--- config.mk ---
export PLATFORM = sky130hd
export DESIGN_NAME = mul_23_recon_flat
export DESIGN_NICKNAME = d
export VERILOG_FILES = /design/src/rtl/mul_23_recon_if.sv /design/src/rtl/mul_23_recon.sv /design/src/flat_wrapper.sv
export SDC_FILE = /design/constraint.sdc
export NUM_CORES = 1
export LEC_CHECK = 0
export ABC_AREA = 1
export BUFFER_PORTS_ARGS = -buffer_cell sky130_fd_sc_hd__buf_2
export CAP_MARGIN = 20
export CORE_ASPECT_RATIO = 1.4
export CORE_UTILIZATION = 50
export CTS_CLUSTER_SIZE = 25
export DETAILED_ROUTE_END_ITERATION = 8
export PLACE_DENSITY = 0.71
export SLEW_MARGIN = 40
export SYNTH_ARGS = -nofsm -noshare
export SYNTH_HDL_FRONTEND = slang
export SYNTH_SLANG_ARGS = --single-unit
--- constraint.sdc ---
create_clock -name clk -period 3.2 [get_ports clk]
set_input_delay 0.16 -clock clk [delete_from_list [all_inputs] [get_ports clk]]
set_output_delay 0.16 -clock clk [all_outputs]
set_load 0.02 [all_outputs]
--- src/rtl/mul_23_recon_if.sv ---
// Operand/result handshake bundle for the divide-by-23 reconstruction block.
// master drives operands and out_ready; slave is the reconstruction pipeline.
interface mul_23_recon_if;
  logic [27:0] IN_Q;
  logic [4:0]  IN_R;
  logic        in_valid;
  logic        in_ready;
  logic [31:0] X_out;
  logic        ovf_out;
  logic        rerr_out;
  logic        out_valid;
  logic        out_ready;

  modport master (
    output IN_Q, IN_R, in_valid, out_ready,
    input  in_ready, X_out, ovf_out, rerr_out, out_valid
  );

  modport slave (
    input  IN_Q, IN_R, in_valid, out_ready,
    output in_ready, X_out, ovf_out, rerr_out, out_valid
  );
endinterface

--- src/rtl/mul_23_recon.sv ---
// 3-stage valid/ready pipeline computing X = Q*23 + R (inverse of the /23 divider).
// Define MUL23_REM_CHECK_EN to flag remainders >= 23 on rerr_out.
module mul_23_recon (
  input logic           clk,
  input logic           rst_n,
  mul_23_recon_if.slave bus
);
  logic        v1, v2, v3;
  logic        en1, en2, en3;
  logic [27:0] q1;
  logic [4:0]  r1;
  logic [32:0] a2;
  logic [30:0] b2;
  logic [32:0] s3;

  assign en3 = ~v3 | bus.out_ready;
  assign en2 = ~v2 | en3;
  assign en1 = ~v1 | en2;

  assign bus.in_ready  = en1;
  assign bus.out_valid = v3;
  // s3 holds the exact sum; bit 32 is the carry past 32 bits
  assign bus.X_out     = s3[31:0];
  assign bus.ovf_out   = s3[32];

  always_ff @(posedge clk) begin
    if (!rst_n) begin
      v1 <= 1'b0;
      v2 <= 1'b0;
      v3 <= 1'b0;
      q1 <= '0;
      r1 <= '0;
      a2 <= '0;
      b2 <= '0;
      s3 <= '0;
    end else begin
      if (en1) begin
        v1 <= bus.in_valid;
        q1 <= bus.IN_Q;
        r1 <= bus.IN_R;
      end
      if (en2) begin
        v2 <= v1;
        a2 <= ({5'b0, q1} << 4) + ({5'b0, q1} << 2);
        b2 <= ({3'b0, q1} << 1) + {3'b0, q1}
              + {26'b0, r1};
      end
      if (en3) begin
        v3 <= v2;
        s3 <= a2 + {2'b0, b2};
      end
    end
  end

`ifdef MUL23_REM_CHECK_EN
  logic rb1, rb2, rb3;

  always_ff @(posedge clk) begin
    if (!rst_n) begin
      rb1 <= 1'b0;
      rb2 <= 1'b0;
      rb3 <= 1'b0;
    end else begin
      if (en1) rb1 <= (bus.IN_R >= 5'd23);
      if (en2) rb2 <= rb1;
      if (en3) rb3 <= rb2;
    end
  end

  assign bus.rerr_out = rb3;
`else
  assign bus.rerr_out = 1'b0;
`endif
endmodule

--- src/flat_wrapper.sv ---
// flat-port wrapper written by rule: the top's interface ports become plain ports
module mul_23_recon_flat 
  (clk, rst_n, bus_IN_Q, bus_IN_R, bus_in_valid, bus_out_ready, bus_in_ready, bus_X_out, bus_ovf_out, bus_rerr_out, bus_out_valid);
  mul_23_recon_if bus_i ();
  input logic clk;
  input logic rst_n;
  input wire logic [$bits(bus_i.IN_Q)-1:0] bus_IN_Q;
  input wire logic [$bits(bus_i.IN_R)-1:0] bus_IN_R;
  input wire logic [$bits(bus_i.in_valid)-1:0] bus_in_valid;
  input wire logic [$bits(bus_i.out_ready)-1:0] bus_out_ready;
  output wire logic [$bits(bus_i.in_ready)-1:0] bus_in_ready;
  output wire logic [$bits(bus_i.X_out)-1:0] bus_X_out;
  output wire logic [$bits(bus_i.ovf_out)-1:0] bus_ovf_out;
  output wire logic [$bits(bus_i.rerr_out)-1:0] bus_rerr_out;
  output wire logic [$bits(bus_i.out_valid)-1:0] bus_out_valid;
  assign bus_i.IN_Q = bus_IN_Q;
  assign bus_i.IN_R = bus_IN_R;
  assign bus_i.in_valid = bus_in_valid;
  assign bus_i.out_ready = bus_out_ready;
  assign bus_in_ready = bus_i.in_ready;
  assign bus_X_out = bus_i.X_out;
  assign bus_ovf_out = bus_i.ovf_out;
  assign bus_rerr_out = bus_i.rerr_out;
  assign bus_out_valid = bus_i.out_valid;
  mul_23_recon u_core (.clk(clk), .rst_n(rst_n), .bus(bus_i));
endmodule
# --- Yosys cells after proc, flatten, opt, wreduce, memory -nomap -nowiden ---
# Cells that the tools add are included.
classes:
  add_sub_neg: 4
  multipliers: 0
  div: 0
  order_cmp: 0
  n_eq_ne: 0
  n_shift: 0
  n_mux: 0
  bitwise: 6
  reduce_logical: 0
ops:
  columns: ["cell", "count"]
  rows:
  - ["adder 32 x 30 -> 33 bit", 1]
  - ["adder 33 x 31 -> 33 bit", 1]
  - ["adder 31 x 5 -> 31 bit", 1]
  - ["adder 29 x 28 -> 30 bit", 1]
  - ["NOT 1 bit", 3]
  - ["OR 1 bit", 3]
word_totals:
  register_bits: 133
  latch_bits: 0
  mem_bits_rw: 0
  rom_bits: 0
  in_bits: 37
  output_inout_bits: 36
  wordCells: 18
  mem_count: 0

# --- Longest topological paths before layout ---
# Gate-level depths: netlist of run 1.
logic_depth:
  word_depth: 4
  ltp_mapped: 20
  mapped_depth_nobuf: 20

# --- Worst setup path after synthesis of run 1 ---
# Ideal clock, no wire load.
synth_path:
  path_type: "reg2reg"
  start: "reg u_core.q1[2]"
  end: "reg u_core.b2[20]"
  setup_time_ps: 109
  arrival_time_ps: 2856
  t_required_ps: 3091
  path_slack_ps: 235
  stages_incl_launch_ff: 18
  path_buffers: 0
  period_less_slack_ps: 2965
  path_cell_list: "dfxtp_1 -> ha_1 -> or2_1 -> and2_1 -> xor2_1 -> ha_1 -> a21boi_0 -> nor2_1 -> nor2_2 -> nand3_2 -> nor2_8 -> nand3_4 -> nor2_4 -> nand2_2 -> xnor2_1 -> nand2_1 -> nand2_1 -> inv_1"
synth_between:
  elab_chain_cells: 2
synth_lines:
  columns: ["item", "line_no", "source"]
  rows:
  - ["start: declaration", "mul_23_recon.sv:10", "logic [27:0] q1;"]
  - ["start signal: assignment", "mul_23_recon.sv:39", "q1 <= bus.IN_Q;"]
  - ["adder 29 x 28 -> 30 bit", "mul_23_recon.sv:45", "b2 <= ({3'b0, q1} << 1) + {3'b0, q1}"]
  - ["adder 31 x 5 -> 31 bit", "mul_23_recon.sv:46", "+ {26'b0, r1};"]
  - ["end signal: assignment", "mul_23_recon.sv:45", null]
  - ["end: declaration", "mul_23_recon.sv:13", "logic [30:0] b2;"]
# Every way passes these cells.
# A chain may end at the register's enable or synchronous reset.

# --- Worst setup path in the final report of run 1 ---
layout_path:
  start: "reg u_core.q1[1]"
  end: "reg u_core.b2[20]"
# The elaborated chain is that of the path after synthesis.

==> out/results.txt, run 1 <==
Routed WL per cell: 15.50 um
worst hold path type: in -> reg
PwrDens: 413.6 mW/mm^2
Die H: 176.3 um
Detailed Route Iter0 Violations: 742
placed cells: 2052
fin nets: 1984
Slew Limit Fails: 0
vias in the first global route: 10.87k
# port buffers: 71
most used cell, CP: inv_1
endpoint class of the critical path: flip-flop
layout cells sized above 1: 0.1204
WL final: 32.99 mm
gpl congestion: 0.9493
Pleak: 0.007069 uW
total gr overflow: 0
Setup CP Type: reg -> reg
H-tree levels: 4
Worst EP required: 3.53 ns
worst stage delay on the critical path: 0.52 ns
Multi-input gate area: 0.007108 mm^2
Met3 Wirelength: 1.239 mm
syn_nets: 1860
Crit path max-delay family: simple AND/OR/NAND/NOR gates
clock skew: 0.01176 ns
CP Cell Sequence: ha_2 -> inv_1 -> fa_2 -> inv_1 -> ha_4 -> nand3_2 -> a21boi_2 -> nor2_1 -> nor2_2 -> nand3_4 -> nor2_8 -> nand3_4 -> nor2_4 -> nand2_2 -> xnor2_2 -> nand2_1 -> nand2_1 -> inv_1
die footprint: 0.02229 mm^2
Post-synth top flop: dfxtp_1
# fillers: 2063
Max FO, Critical Path: 5
min Tclk post-route: 3.071 ns
Highest Clock Rate: 325.7 MHz
Syn Inst Count: 1731
CTS Buffer Depth: 2
Root Driver: clkbuf_16
buffers and inverters on the worst path: 3
Placed Area: 0.01162 mm^2
slowest stage cell, crit path: fa_2
worst slew pin tran: 0.6864 ns
reg-to-reg startpoint: u_core.q1[1]$_SDFFE_PN0P_
RSZ-0062 raised after global routing: true
DRT met1 WL: 13.72 mm
Clk pin slew, worst setup/hold paths: 0.07 ns
largest net degree at the start of global routing: 59
Final HPWL DP: 25.39 mm
ANT cells: 0
DRT antenna net count: 0
clk sinks: 131
Synth Warn #: 0
number of flops mapped to enable cells by yosys: 0
Startpoint Class: flip-flop
Critical Path Start: u_core.q1[1]$_SDFFE_PN0P_
Mapped Area: 0.01085 mm^2
routed via count: 11.37k
share of flip-flops with an asynchronous set or reset: 0
maximum VDD drop: 0.3530 mV
initial antenna violation count: 0
sequential fraction of the synthesis area: 0.2418
Syn-to-layout area delta: 17.01%
CTS tree: done
Slew Limit Headroom: 0.5424
area of the core: 0.02120 mm^2
total CTS buffers: 17
storage element area: 0.002630 mm^2
Met2 Routed Length: 16.61 mm
Worst Hold Launch: rst_n
die span in x: 126.5 um
final hold vios: 0
Non-Filler Instances: 2128
Rows: 63
design area: 0.01269 mm^2
worst slack, placed: -0.02355 ns
drt pass-1 iters: 7
critical path arrival: 3.40 ns
status: finished clean
Initial Utilization: 0.5115
first-pass GRT wire length: 53.08 mm
Synth cell types: 47
# IOs: 73
DR vias/cell: 5.345
GRT Overall Usage: 0.3022
Syn Area/Cell: 6.265 um^2
Tcrit/Tclk final: 0.9595
max_cap viols: 0
Clock Latency Late Sink: 0.44 ns
setup ws final: 0.1295 ns
final setup violation count: 0
Top Metal Used: met4
DRC viols: 0
Seq cells post-synth: 131
==> sequential cells by signal (all words and copies together) (netlist names) <==
| name | flops |
|---|---|
| u_core.q1 | 28 |
| u_core.r1 | 5 |
| u_core.a2 | 31 |
| u_core.s3 | 33 |
| u_core.b2 | 31 |
| u_core.bus.out_valid | 1 |
| u_core.v2 | 1 |
| u_core.v1 | 1 |
==> report_power, final <==
part | switching, uW | internal, uW
clock | 842 | 1010
combinational | 942 | 549
sequential | 115 | 1790
total | 1900 | 3350
==> kinds of logic (layout without fill, tap and decap cells) <==
logic type	Yosys count	after routing	synth area share
AND/OR/NAND/NOR	803	803	0.3226
AO/OA/AOI/OAI	331	331	0.1725
buffers and inverters	324	461	0.1126
flip-flops	131	131	0.2418
adder cells (fa/ha/maj)	92	92	0.1089
XOR/XNOR	49	49	0.04130
other	1	1	0.0003458
==> routing by layer <==
layer | global-route usage | vias to the layer above
li1 | - | 5855
met1 | 0.3477 | 5121
met2 | 0.5523 | 319
met3 | 0.03606 | 79
met4 | 0.1431 | 0
met5 | 0 | -
==> path summary, 6_finish.rpt <==
path                                     end  slack [ns]  depth (start not counted)
hold / removal    u_core.q1[12]$_SDFFE_PN0P_        0.26                          3
setup / recovery  u_core.b2[20]$_SDFFE_PN0P_        0.13                         18
hold reg to reg   u_core.b2[30]$_SDFFE_PN0P_        0.48                          2
setup reg to reg  u_core.b2[20]$_SDFFE_PN0P_        0.13                         18
==> repair_timing <==
item	in CTS	in global routing
cloned	0	0
setup buffers	0	10
setup endpoints to repair	7	18
hold endpoints to repair	34	0
pin swaps	0	17
gates resized for setup	2	23
hold buffers	34	0
==> worst register-to-register path: stages (launching register included) <==
cell and delay [ns]:
dfxtp_4 0.37, ha_2 0.18, inv_1 0.05, fa_2 0.52
inv_1 0.07, ha_4 0.30, nand3_2 0.09, a21boi_2 0.16
nor2_1 0.06, nor2_2 0.17, nand3_4 0.14, nor2_8 0.17
nand3_4 0.10, nor2_4 0.19, nand2_2 0.10, xnor2_2 0.13
nand2_1 0.06, nand2_1 0.06, inv_1 0.04
==> synth_stat cells, types with 2 or more instances <==
cell type,n,share of area
a21oi_1,145,0.067
o21bai_1,16,0.011
nor2_8,2,0.0037
a21boi_0,4,0.0028
a31oi_1,3,0.0017
nor2_4,2,0.0021
nand4_1,21,0.012
clkbuf_1,39,0.013
nor3_1,12,0.0055
o211ai_1,16,0.011
nand3b_1,9,0.0062
and2_1,5,0.0029
inv_1,274,0.095
o221ai_1,11,0.0089
xnor2_1,18,0.015
buf_1,2,0.00069
inv_2,7,0.0024
nand3_2,7,0.0065
nand2_1,402,0.14
nor2_1,193,0.067
o21a_1,2,0.0014
fa_1,4,0.0074
ha_1,88,0.10
xor2_1,30,0.024
o21ai_0,107,0.049
o21ai_1,2,0.00092
nor2_2,13,0.0075
a221oi_1,2,0.0016
nand3_1,110,0.051
nand2_4,2,0.0021
dfxtp_1,131,0.24
a21oi_2,5,0.0040
a21o_1,15,0.010
nor4_1,4,0.0023
nand2_2,16,0.0092
==> through the flow <==
stage / hold WS (ns) / utilization / power, uW / setup TNS [ns]
after floorplan: 0.2940 / - / 2922 / 0
after global placement: 0.4092 / 0.5478 / 3318 / 0
after detailed placement: 0.4144 / 0.5479 / 3336 / -0.03756
after CTS: 0.2499 / 0.5899 / 5225 / -0.006877
after global routing: 0.2653 / 0.5985 / 5535 / -0.2039
final: 0.2572 / 0.5985 / 5248 / 0
==> area by class of cell <==
class,instances,area share
well taps,260,0.02564
inverters,281,0.08342
repair buffers,148,0.08026
flip-flops and latches,131,0.2073
clock buffers,17,0.03352
clock inverters,15,0.009761
multi-input cells,1276,0.5601
==> cells in the final DEF (no fill, tap or decap), types with 29 or more instances in the layout <==
| cell type | instances |
|---|---|
| nor2_1 | 191 |
| dlygate4sd3_1 | 34 |
| nand3_1 | 109 |
| buf_2 | 71 |
| buf_4 | 43 |
| ha_1 | 85 |
| dfxtp_1 | 129 |
| a21oi_1 | 145 |
| nand2_1 | 396 |
| inv_1 | 274 |
| xor2_1 | 29 |
| o21ai_0 | 107 |
Power figures use the tool's default switching activity.
==> run 2, diff against run 1 <==
--- a/config.mk
+++ b/config.mk
@@ -6,7 +6,7 @@
 export NUM_CORES = 1
 export LEC_CHECK = 0
 export ABC_AREA = 1
-export BUFFER_PORTS_ARGS = -buffer_cell sky130_fd_sc_hd__buf_2
+export BUFFER_PORTS_ARGS = -buffer_cell sky130_fd_sc_hd__buf_4
 export CAP_MARGIN = 20
 export CORE_ASPECT_RATIO = 1.4
 export CORE_UTILIZATION = 50
==> out/results.txt, run 2 (synthesis gave the netlist of run 1 again) <==
status: finished clean
max_cap viols: 0
RSZ-0062 raised after global routing: true
design area: 0.01286 mm^2
CP Cell Sequence: ha_4 -> inv_1 -> fa_2 -> inv_1 -> ha_4 -> nand3_2 -> a21boi_2 -> nor2_1 -> nor2_2 -> nand3_4 -> nor2_8 -> nand3_4 -> nor2_4 -> nand2_2 -> xnor2_2 -> nand2_1 -> nand2_1 -> inv_1
Max FO, Critical Path: 5
worst stage delay on the critical path: 0.52 ns
Detailed Route Iter0 Violations: 655
Clk pwr share: 0.372
Largest Register: u_core.s3
die footprint: 0.02229 mm^2
Slew Limit Fails: 0
Layout Utilization: 0.6066
worst slack, placed: -0.08694 ns
CTS Buffer Depth: 2
Worst EP required: 3.54 ns
clk sinks: 131
maximum VDD drop: 0.3829 mV
number of flip-flops in the largest register: 33
met2 usage: 0.5603
min Tclk post-route: 3.095 ns
Pleak: 0.007089 uW
# port buffers: 71
DRC viols: 0
initial antenna violation count: 0
P_int: 3543 uW
DR vias/cell: 5.307
Crit path max-delay family: simple AND/OR/NAND/NOR gates
Net Switching: 1914 uW
commonest cells after routing, fill and taps aside: nand2_1 (399), inv_1 (274), nor2_1 (192)
first-pass GRT wire length: 52.78 mm
top flop regs: u_core.s3: 33 flops, u_core.a2: 31 flops, u_core.b2: 31 flops
worst hold path type: in -> reg
fin nets: 1975
final hold slack: 0.2649 ns
Syn-to-layout area delta: 18.60%
largest net degree at the start of global routing: 60
Root Driver: clkbuf_16
storage element area: 0.002631 mm^2
final setup violation count: 0
layout cells sized above 1: 0.1151
vias in the first global route: 11.00k
Rows: 63
most crowded layer after global routing: met2
# IOs: 73
routed via count: 11.25k
most used cell, CP: inv_1
clock skew: 0.01025 ns
die span in x: 126.5 um
sw frac: 0.3508
Flop pwr share: 0.350
H-tree levels: 4
DRT antenna net count: 0
Startpoint Class: flip-flop
Slew Limit Headroom: 0.5737
Clock Latency Late Sink: 0.44 ns
area of the core: 0.02120 mm^2
Tcrit/Tclk final: 0.9672
PwrDens: 424.3 mW/mm^2
setup ws final: 0.1050 ns
Setup CP Type: reg -> reg
Highest Clock Rate: 323.1 MHz
Comb pwr share: 0.278
met1 usage: 0.3356
total gr overflow: 0
# fillers: 2046
critical path arrival: 3.43 ns
worst slew pin tran: 0.6366 ns
Clk pin slew, worst setup/hold paths: 0.07 ns
endpoint class of the critical path: flip-flop
total CTS buffers: 17
buffers and inverters on the worst path: 3
slowest stage cell, crit path: fa_2
GRT Overall Usage: 0.3024
R2R setup slack: 0.11 ns
most common cell after layout, fill and taps aside: nand2_1
gpl congestion: 0.9633
Multi-input gate area: 0.007122 mm^2
Die H: 176.3 um
final hold vios: 0
Initial Utilization: 0.5115
drt pass-1 iters: 7
CTS tree: done
ANT cells: 0
Routed WL per cell: 15.52 um
Final HPWL DP: 25.50 mm
Placed Area: 0.01174 mm^2
WL final: 32.89 mm
grt met3 use: 0.03273
-- run 2: power by group through the flow --
stage	clock network (uW)	logic, uW	registers, uW
2_1_floorplan	0	944	1980
3_3_place_gp	0	1420	1940
3_5_place_dp	0	1430	1940
4_1_cts	2070	1470	1910
5_1_grt	2130	1690	1930
6_report	2030	1520	1910
-- run 2: cell type report --
| type | instances | area share |
|---|---|---|
| Timing Repair Buffer | 139 | 0.08774 |
| Clock inverter | 15 | 0.01342 |
| Multi-Input combinational cell | 1276 | 0.5537 |
| Clock buffer | 17 | 0.03307 |
| Tap cell | 260 | 0.02529 |
| Inverter | 281 | 0.08220 |
| Sequential cell | 131 | 0.2046 |
-- run 2: stage by stage --
step                      TNS, ns  power, uW  cells
after CTS                       0       5449   2110
after floorplan                 0       2922   1731
after global routing      -0.1238       5752   2119
after detailed placement  -0.1291       3371   2044
final                           0       5457   2119
after global placement          0       3356   2044
-- run 2: what timing repair did --
action	in CTS	in global routing
hold endpoints to repair	34	0
resized for setup	2	23
endpoints found under the setup margin	3	14
buffers inserted	0	9
gates cloned	0	0
hold buffers	34	0
pin swaps	0	12
-- run 2: per-layer routing --
metal	share of wire	vias to the layer above
met4	0.047	0
li1	-	5841
met2	0.51	256
met1	0.42	5053
met3	0.029	95
met5	0	-
-- run 2: worst min-delay path: cells and delay by family --
| kind | cells | cell delay (ns) |
|---|---|---|
| compound gates | 1 | 0.14 |
| buf+inv | 2 | 0.35 |
-- run 2: final timing paths --
check                                                from                    endpoint  cells past startpoint
worst min register to register  u_core.s3[0]$_SDFFE_PN0P_   u_core.s3[0]$_SDFFE_PN0P_                      2
worst min-delay path                                rst_n  u_core.s3[14]$_SDFFE_PN0P_                      3
worst max register to register  u_core.q1[1]$_SDFFE_PN0P_  u_core.b2[20]$_SDFFE_PN0P_                     18
worst max-delay path            u_core.q1[1]$_SDFFE_PN0P_  u_core.b2[20]$_SDFFE_PN0P_                     18
==> run 3, diff against run 2 <==
--- a/config.mk
+++ b/config.mk
@@ -9,10 +9,9 @@
 export BUFFER_PORTS_ARGS = -buffer_cell sky130_fd_sc_hd__buf_4
 export CAP_MARGIN = 20
 export CORE_ASPECT_RATIO = 1.4
-export CORE_UTILIZATION = 50
+export CORE_UTILIZATION = 42
 export CTS_CLUSTER_SIZE = 25
 export DETAILED_ROUTE_END_ITERATION = 8
-export PLACE_DENSITY = 0.71
 export SLEW_MARGIN = 40
 export SYNTH_ARGS = -nofsm -noshare
 export SYNTH_HDL_FRONTEND = slang
==> out/results.txt, run 3 (synthesis gave the netlist of run 1 again) <==
H-tree levels: 4
Layout Utilization: 0.5058
Hold EP: u_core.q1[16]$_SDFFE_PN0P_
largest net degree at the start of global routing: 72
final hold slack: 0.01992 ns
CTS tree: done
area of the core: 0.02538 mm^2
drt pass-1 iters: 4
WL final: 33.68 mm
R2R setup slack: 0.17 ns
layout cells sized above 1: 0.1128
final setup violation count: 0
placed cells: 2105
status: finished clean
initial antenna violation count: 0
setup_tns: 0 ns
number of flip-flops in the largest register: 33
Non-Filler Instances: 2172
Die H: 192.1 um
Placed Area: 0.01182 mm^2
top flop regs: u_core.s3: 33 flops, u_core.a2: 31 flops, u_core.b2: 31 flops
Highest Clock Rate: 329.6 MHz
Max FO, Critical Path: 8
worst stage delay on the critical path: 0.51 ns
ANT cells: 0
CTS Buffer Depth: 2
die span in x: 137.8 um
Setup CP Type: reg -> reg
Worst EP required: 3.53 ns
Worst Reg-to-Reg Cells: 18
die footprint: 0.02648 mm^2
reg-to-reg startpoint: u_core.q1[1]$_SDFFE_PN0P_
DRT antenna net count: 0
reg-to-reg critical path endpoint: u_core.b2[21]$_SDFFE_PN0P_
commonest cells after routing, fill and taps aside: nand2_1 (395), inv_1 (274), nor2_1 (192)
Crit path max-delay family: simple AND/OR/NAND/NOR gates
Startpoint Class: flip-flop
min Tclk post-route: 3.034 ns
clock skew: 0.01174 ns
# IOs: 73
DRC viols: 0
Detailed Route Iter0 Violations: 510
worst hold path type: in -> reg
Largest Register: u_core.s3
Worst Hold Launch: bus_IN_Q[16]
fin nets: 1970
total CTS buffers: 17
Clock Latency Late Sink: 0.44 ns
vias in the first global route: 10.36k
# port buffers: 71
Initial Utilization: 0.4273
total gr overflow: 0
GRT Overall Usage: 0.2586
Pleak: 0.007042 uW
Rows: 69
Final HPWL DP: 26.49 mm
DR vias/cell: 5.071
worst hold stages: 3
Slew Limit Headroom: 0.4928
clk sinks: 131
endpoint class of the critical path: flip-flop
max_cap viols: 0
final hold vios: 0
gpl congestion: 0.9237
maximum VDD drop: 0.4413 mV
critical path arrival: 3.36 ns
CP Cell Sequence: ha_2 -> inv_1 -> fa_2 -> inv_1 -> ha_4 -> nand3_1 -> nand2_2 -> nand2_1 -> nand2_2 -> nand2_2 -> a21oi_4 -> nand3_4 -> nor2_8 -> nand4_4 -> nor2_4 -> o21ai_0 -> o21ai_1 -> inv_1
Tcrit/Tclk final: 0.9481
Syn-to-layout area delta: 18.37%
Slew Limit Fails: 0
first-pass GRT wire length: 52.23 mm
routed via count: 11.02k
slowest stage cell, crit path: fa_2
worst slew pin tran: 0.7607 ns
buffers and inverters on the worst path: 3
design area: 0.01284 mm^2
Root Driver: clkbuf_16
Routed WL per cell: 15.51 um
PwrDens: 419.6 mW/mm^2
Clk pin slew, worst setup/hold paths: 0.06 ns
most common cell after layout, fill and taps aside: nand2_1
==> run 3: cell types whose count changed in the layout (fill, tap and decap cells not counted), moves of 3 or more <==
cell,change
nand2_2,+4
buf_4,-3
nand2_1,-4
inv_8,-3
==> run 3: worst reg2reg max path: stages, from the launching register on <==
cell	delay (ns)
dfxtp_4	0.37
ha_2	0.18
inv_1	0.05
fa_2	0.51
inv_1	0.06
ha_4	0.29
nand3_1	0.10
nand2_2	0.10
nand2_1	0.06
nand2_2	0.07
nand2_2	0.07
a21oi_4	0.16
nand3_4	0.13
nor2_8	0.19
nand4_4	0.12
nor2_4	0.20
o21ai_0	0.10
o21ai_1	0.14
inv_1	0.04
==> run 3: metrics by stage <==
stage	power [uW]	setup WS, ns
2_1_floorplan	2922	0.2349
3_3_place_gp	3388	0.1050
3_5_place_dp	3400	0.02095
4_1_cts	5416	0.02550
5_1_grt	5700	-0.03199
6_report	5387	0.1662
==> run 3: timing repair <==
action,4_1_cts,5_1_grt
pin swaps,0,8
hold endpoints to repair,32,0
endpoints found under the setup margin,1,15
hold buffers,32,0
resized for setup,1,21
buffers inserted,0,4
==> run 3: worst max-delay path by stage <==
stage | start | endpoint | slack (ns) | cells past startpoint
after global placement | u_core.q1[1]$_SDFFE_PN0P_ | u_core.b2[20]$_SDFFE_PN0P_ | 0.10 | 18
after CTS | u_core.q1[2]$_SDFFE_PN0P_ | u_core.b2[21]$_SDFFE_PN0P_ | 0.03 | 18
after global routing | u_core.q1[1]$_SDFFE_PN0P_ | u_core.b2[25]$_SDFFE_PN0P_ | -0.03 | 19
after detailed placement | u_core.q1[1]$_SDFFE_PN0P_ | u_core.b2[20]$_SDFFE_PN0P_ | 0.02 | 18
final | u_core.q1[1]$_SDFFE_PN0P_ | u_core.b2[21]$_SDFFE_PN0P_ | 0.17 | 18
after floorplan | u_core.q1[2]$_SDFFE_PN0P_ | u_core.b2[20]$_SDFFE_PN0P_ | 0.23 | 17
==> run 3: area by class of cell <==
class / instances / area, um^2
timing repair buffer: 134 / 1086
multi-input combinational: 1276 / 7092
sequential: 131 / 2630
clock inverter: 12 / 132.6
inverter: 281 / 1055
fill: 2646 / 12540
tap: 319 / 399.1
clock buffer: 19 / 442.9
==> run 3: where the power goes <==
| group | internal [uW] | total, uW | switching, uW | leakage, uW |
|---|---|---|---|---|
| Sequential | 1790 | 1910 | 122 | 0.00109 |
| Combinational | 579 | 1520 | 938 | 0.00568 |
| Clock | 1160 | 1960 | 795 | 0.000275 |
| Total | 3530 | 5390 | 1850 | 0.00704 |
==> run 3: layer usage <==
metal,routed length [um],vias up,global-route usage,share of wire
li1,-,5826,-,-
met1,14830,4992,0.3006,0.44
met2,17260,155,0.4745,0.51
met3,650,42,0.02639,0.019
met4,949,0,0.1054,0.028
met5,0,-,0,0
